[src/rtl/nexys_starship_pkg.sv]
// Shared types for the starship GCD requester: one-hot FSM states and default widths.
package nexys_starship_pkg;

  localparam int unsigned GCD_WIDTH = 8;

  typedef enum logic [4:0] {
    ST_IDLE  = 5'b00001,
    ST_ISSUE = 5'b00010,
    ST_WAIT  = 5'b00100,
    ST_ACK   = 5'b01000,
    ST_DRAIN = 5'b10000
  } state_e;

endpackage

[src/rtl/nexys_starship_watchdog.sv]
// Clear/enable cycle counter; tc_o flags the TIMEOUT-th enabled cycle since the last clear.
module nexys_starship_watchdog #(
  parameter int unsigned TIMEOUT = 1024
) (
  input  logic clk_i,
  input  logic rst_i,
  input  logic clr_i,
  input  logic en_i,
  output logic tc_o
);

  localparam int unsigned CW = $clog2(TIMEOUT + 1);

  logic [CW-1:0] cnt_q, cnt_d;

  always_comb begin
    cnt_d = cnt_q;
    if (clr_i) begin
      cnt_d = '0;
    end else if (en_i) begin
      cnt_d = cnt_q + CW'(1);
    end
  end

  always_ff @(posedge clk_i) begin
    if (rst_i) begin
      cnt_q <= '0;
    end else begin
      cnt_q <= cnt_d;
    end
  end

  assign tc_o = en_i && !clr_i && (cnt_q == CW'(TIMEOUT - 1));

endmodule

[src/rtl/nexys_starship_gcd_requester.sv]
// Initiator for the GCD core Start/Done/Ack handshake: accepts operand pairs,
// drives the core, returns the result, bypasses zero operands and aborts hung cores.
module nexys_starship_gcd_requester
  import nexys_starship_pkg::*;
#(
  parameter int unsigned WIDTH   = GCD_WIDTH,
  parameter int unsigned TIMEOUT = 1024,
  parameter int unsigned CNT_W   = 8
) (
  input  logic             Clk,
  input  logic             Reset,
  input  logic             req_valid,
  input  logic [WIDTH-1:0] req_a,
  input  logic [WIDTH-1:0] req_b,
  output logic             req_ready,
  output logic             res_valid,
  input  logic             res_ready,
  output logic [WIDTH-1:0] res_gcd,
  output logic             res_err,
  input  logic             single_step,
  input  logic             step,
  output logic [WIDTH-1:0] core_ain,
  output logic [WIDTH-1:0] core_bin,
  output logic             core_start,
  output logic             core_ack,
  output logic             core_cen,
  output logic             core_rst,
  input  logic             core_q_i,
  input  logic             core_q_done,
  input  logic [WIDTH-1:0] core_gcd,
  output logic             busy,
  output logic [CNT_W-1:0] done_count
);

  state_e             state_q, state_d;
  logic [WIDTH-1:0]   ain_q, ain_d, bin_q, bin_d, res_gcd_q, res_gcd_d;
  logic               res_valid_q, res_valid_d, res_err_q, res_err_d;
  logic               core_rst_q, core_rst_d;
  logic [CNT_W-1:0]   done_count_q, done_count_d;
  logic               accept, zero_op, done_seen, timeout, wd_clr, wd_en, wd_tc;

  assign core_cen  = single_step ? step : 1'b1;
  assign accept    = req_valid && req_ready;
  assign zero_op   = (req_a == '0) || (req_b == '0);
  assign done_seen = (state_q == ST_WAIT) && core_q_done;
  assign timeout   = (state_q == ST_WAIT) && !core_q_done && wd_tc;
  assign wd_clr    = (state_q != ST_WAIT);
  assign wd_en     = (state_q == ST_WAIT) && core_cen;

  nexys_starship_watchdog #(.TIMEOUT(TIMEOUT)) u_watchdog (
    .clk_i (Clk),
    .rst_i (Reset),
    .clr_i (wd_clr),
    .en_i  (wd_en),
    .tc_o  (wd_tc)
  );

  always_ff @(posedge Clk) begin
    if (Reset) begin
      state_q <= ST_IDLE;
    end else begin
      state_q <= state_d;
    end
  end

  // Start and Ack only leave ISSUE/ACK on an enabled core cycle so a stepped core cannot miss them.
  always_comb begin
    state_d = state_q;
    case (state_q)
      ST_IDLE:  if (accept && !zero_op) state_d = ST_ISSUE;
      ST_ISSUE: if (core_q_i && core_cen) state_d = ST_WAIT;
      ST_WAIT: begin
        if (core_q_done) begin
          state_d = ST_ACK;
        end else if (wd_tc) begin
          state_d = ST_DRAIN;
        end
      end
      ST_ACK:   if (core_cen) state_d = ST_DRAIN;
      ST_DRAIN: if (core_q_i) state_d = ST_IDLE;
      default:  state_d = ST_IDLE;
    endcase
  end

  always_comb begin
    req_ready  = (state_q == ST_IDLE) && !res_valid_q;
    busy       = (state_q != ST_IDLE);
    core_start = (state_q == ST_ISSUE) && core_q_i && core_cen;
    core_ack   = (state_q == ST_ACK) && core_cen;
  end

  always_comb begin
    ain_d        = ain_q;
    bin_d        = bin_q;
    res_gcd_d    = res_gcd_q;
    res_valid_d  = res_valid_q;
    res_err_d    = res_err_q;
    done_count_d = done_count_q;
    core_rst_d   = timeout;
    if (res_valid_q && res_ready) begin
      res_valid_d  = 1'b0;
      done_count_d = done_count_q + CNT_W'(1);
    end
    if (accept) begin
      ain_d = req_a;
      bin_d = req_b;
      if (zero_op) begin
        res_gcd_d   = req_a | req_b;
        res_valid_d = 1'b1;
        res_err_d   = 1'b0;
      end
    end
    if (done_seen) begin
      res_gcd_d   = core_gcd;
      res_valid_d = 1'b1;
      res_err_d   = 1'b0;
    end else if (timeout) begin
      res_gcd_d   = '0;
      res_valid_d = 1'b1;
      res_err_d   = 1'b1;
    end
  end

  always_ff @(posedge Clk) begin
    if (Reset) begin
      ain_q        <= '0;
      bin_q        <= '0;
      res_gcd_q    <= '0;
      res_valid_q  <= 1'b0;
      res_err_q    <= 1'b0;
      core_rst_q   <= 1'b0;
      done_count_q <= '0;
    end else begin
      ain_q        <= ain_d;
      bin_q        <= bin_d;
      res_gcd_q    <= res_gcd_d;
      res_valid_q  <= res_valid_d;
      res_err_q    <= res_err_d;
      core_rst_q   <= core_rst_d;
      done_count_q <= done_count_d;
    end
  end

  assign core_ain   = ain_q;
  assign core_bin   = bin_q;
  assign core_rst   = core_rst_q;
  assign res_valid  = res_valid_q;
  assign res_gcd    = res_gcd_q;
  assign res_err    = res_err_q;
  assign done_count = done_count_q;

endmodule

[config.mk]
export PLATFORM = sky130hd
export DESIGN_NAME = nexys_starship_gcd_requester
export DESIGN_NICKNAME = d
export VERILOG_FILES = /design/src/rtl/nexys_starship_pkg.sv /design/src/rtl/nexys_starship_watchdog.sv /design/src/rtl/nexys_starship_gcd_requester.sv
export SDC_FILE = /design/constraint.sdc
export NUM_CORES = 1
export LEC_CHECK = 0
export BUFFER_PORTS_ARGS = -buffer_cell sky130_fd_sc_hd__buf_2
export CORE_ASPECT_RATIO = 0.8
export CORE_MARGIN = 3
export CORE_UTILIZATION = 35
export DETAILED_ROUTE_END_ITERATION = 12
export PLACE_DENSITY = 0.56
export SYNTH_ARGS = -nofsm -noshare
export SYNTH_HDL_FRONTEND = slang
export SYNTH_SLANG_ARGS = --single-unit
[constraint.sdc]
create_clock -name Clk -period 2.01 [get_ports Clk]
set_input_delay 0.402 -clock Clk [delete_from_list [all_inputs] [get_ports Clk]]
set_output_delay 0.402 -clock Clk [all_outputs]
set_load 0.1 [all_outputs]
==> results.env <==
HTREEDEPTH=2
VDD.IR_DROP.WORST_V=0.000513
CTS_MADE_BUFFERS=5
ROUTABILITYCONGESTION=0.903
DP.FINAL_HPWL_UM=4670
GRT_UTIL_ALL_LAYERS_PCT=16.2
CLOCK_TREE_FROM_TRITONCTS='yes'
TIMING.FINAL.WS_SETUP_NS=0.0374
VIASPERCELL=5.06
YS_SEQ_ELEMENTS=51
FP-ROW-COUNT=26
SYNTH_AREA_LEADER_CELL='sky130_fd_sc_hd__dfxtp_1'
ROUTE.DETAILED.DRC=0
DESIGN.CORE.AREA_UM2=6470
NUM-NETS-FINAL=398
SYNTH_AREA_PER_CELL_UM2=8.54
RSZ0062_AT_GRT='true'
PLACEMENT.CELL_AREA_UM2=2990
POWER.STATIC_LEAKAGE_nW=1.24
CTS_BUFFER_DEPTH=2
CLK_LATENCY_NS=0.30
SYNTH_MOST_COMMON_CELL='sky130_fd_sc_hd__nand2_1'
TIMING.MAX_SLEW.REL_SLACK_PCT=50.6
TIMING.CRITICAL_PATH.TO_TYPE='output port'
POWER_DENSITY_NORMALIZED_TO_CELL_AREA_nW_PER_UM2=797
DIEHEIGHT_UM=79.7
WORSTPATHMAXFANOUT=6
ANTENNA_VIOLATING_NETS_LEFT=0
PLACE.PORT_BUFFERS=71
CAP_VIOLATIONS=0
HOLD_CLASS='input pin to flip-flop'
PRECTSSETUPSLACK_NS=-0.108
POST-SYNTH-TOP-AREA-FRACTION_PCT=43.0
FINALNONFILLERCELLS=449
SYNTHTOLAYOUTAREAGROWTH_PCT=30.9
YOSYSSEQAREASHARE_PCT=43.0
POST_DRT_WL_PER_CELL_UM=14.1
FINALWORSTPATHREQUIREDPERIOD_NS=1.97
GRT_PASS1_VIAS=2110
WORST_SETUP_PATH_START_KIND='flip-flop'
CP.ARRIVAL_NS=1.57
STATUS='completed'
DIEAREA_UM2=7820
SYNTH_TOP_CELLS_BY_AREA='sky130_fd_sc_hd__dfxtp_1 43%, sky130_fd_sc_hd__nand2_1 9.0%, sky130_fd_sc_hd__a221oi_2 5.1%'
FIN_AREA_UM2=3110
ROUTE.FINAL.WIRE_LENGTH_UM=6340
LARGEST_NET_DEGREE_AT_THE_START_OF_GLOBAL_ROUTING=37
CRITPATHKIND='flip-flop to output port'
POST_SYNTHESIS_CELL_AREA_UM2=2370
MAX_SLEW.WORST_PIN.SLEW_NS=0.742
SYN-NUM-NETS=312
MAX_FREQ_GHz=0.507
FIRSTDRTPASSITERS=4
CLOCK_TRANSITION_AT_THE_REGISTERS_OF_THE_REPORTED_PATHS_NS=0.09
SLEW_VIOL_FINAL=0
NUM_ANTENNA_CELLS=0
MOST_USED_STANDARD_CELLS_IN_THE_SYNTHESIZED_NETLIST='57 x sky130_fd_sc_hd__nand2_1, 51 x sky130_fd_sc_hd__dfxtp_1, 23 x sky130_fd_sc_hd__a21oi_1, 23 x sky130_fd_sc_hd__nor2_1, 12 x sky130_fd_sc_hd__nor2b_1'
YOSYS_MOST_USED_DFF='sky130_fd_sc_hd__dfxtp_1'
INITIAL_CORE_UTILIZATION_PCT=36.7
WIDTH_OF_THE_DIE_UM=98.1
POST-PLACE-CELLS=440
GRT_FIRST_PASS_WIRELENGTH_UM=10200
NUMBER_OF_ENABLE_FLIP_FLOP_CELLS_AFTER_SYNTHESIS=0
FINCLKSKEW_NS=0.00679
CLOCK_SINKS=51
SYNTH-ASYNC-RESET-RATIO_PCT=0
DRT-INITIAL-DRC-COUNT=103
CRITICAL_PATH_REQUIRED_NS=1.61
LAYOUT-DRIVE-GT1-SHARE_PCT=33.7
CTSROOTBUFFERMASTER='sky130_fd_sc_hd__clkbuf_8'
TIMING.FINAL.CRIT_SHARE_PCT=98.1
VIA_COUNT=2274
POST_SYNTH_INST_COUNT=278
GLOBALROUTE.TOTALOVERFLOW=0
TIMING_HOLD_VIOLATIONS_FINAL=0
IOS=72
SYNTH_CELL_TYPE_COUNT=44
SETUP-VIOLATIONS-FINAL=0
YOSYS_WARNINGS=0
ANTENNA_FOUND_INITIAL=0
-- cells by family after synthesis --
group	Yosys count	share of synthesized area, %
DFF	51	43.0
adders and majority gates	2	1.05
xor gates and xnor gates	16	5.90
AOI/OAI and AO/OA	56	18.0
and+or+nand+nor	136	28.7
buffers and inverters	17	3.37
-- area by class of cell --
| cell class | count | area [um^2] |
|---|---|---|
| fill | 649 | 3360 |
| multi-input combinational | 210 | 1310 |
| sequential | 51 | 1030 |
| timing repair buffer | 91 | 553 |
| tap | 84 | 105 |
| clock buffer | 7 | 86.3 |
| inverter | 5 | 21.3 |
| clock inverter | 1 | 8.76 |
-- worst max-delay path: stages (launching register included) --
cell	delay (ns)
sky130_fd_sc_hd__dfxtp_2	0.37
sky130_fd_sc_hd__nor3_4	0.29
sky130_fd_sc_hd__nand3b_1	0.25
sky130_fd_sc_hd__nor2_4	0.19
sky130_fd_sc_hd__buf_12	0.18
-- registers in the layout, indices dropped and copies added (netlist names) --
signal            count
done_count            8
core_rst              1
core_ain              8
core_bin              8
res_err               1
u_watchdog.cnt_q     11
state_q               5
res_valid             1
res_gcd               8
-- layer usage --
layer	vias to the layer above	GRT usage, %	wire length (um)
met2	79	24.0	2700
met4	0	5.39	123
met3	11	4.19	438
met1	1035	23.0	3070
li1	1149	-	-
met5	-	0	0
-- timing repair --
item,CTS,global route
hold buffers,0,0
setup endpoints to repair,2,5
pin swaps,0,1
resized for setup,1,5
hold endpoints to repair,0,0
setup buffers,0,1
-- metrics by stage --
step	hold WS, ns	power (mW)	utilization, %	setup TNS, ns
after floorplan	0.449	1.68	-	-1.26
after global placement	0.439	1.87	46.1	-0.155
after detailed placement	0.443	1.87	46.1	-0.577
after CTS	0.338	2.49	47.6	0
after global routing	0.334	2.59	48.0	-0.122
final	0.344	2.48	48.0	0
-- path summary, 6_finish.rpt --
check / endpoint / cells after the start / slack (ns) / start
worst max-delay path: req_ready / 4 / 0.04 / state_q[4]
worst min-delay path: core_bin[0] / 3 / 0.34 / req_b[0]
worst max register to register: res_gcd[4] / 5 / 0.15 / state_q[0]
worst min register to register: core_ain[1] / 2 / 0.45 / core_ain[1]
-- power breakdown --
group / switching, mW / internal [mW]
Combinational: 0.574 / 0.192
Sequential: 0.0355 / 1.06
Clock: 0.338 / 0.283
Total: 0.947 / 1.53
-- placed cells by master, fill, tap and decap left out, types with 9 or more instances in the layout --
cell                      netlist  routed
sky130_fd_sc_hd__a21oi_1       23      23
sky130_fd_sc_hd__buf_2          1      67
sky130_fd_sc_hd__buf_4          0      21
sky130_fd_sc_hd__dfxtp_1       51      47
sky130_fd_sc_hd__nand2_1       57      57
sky130_fd_sc_hd__nand3_1        9       9
sky130_fd_sc_hd__nor2_1        23      21
sky130_fd_sc_hd__nor2b_1       12      11
sky130_fd_sc_hd__nor3_1         9       9
sky130_fd_sc_hd__xnor2_1       10      10
No activity file was read; power rests on OpenSTA's default activity.
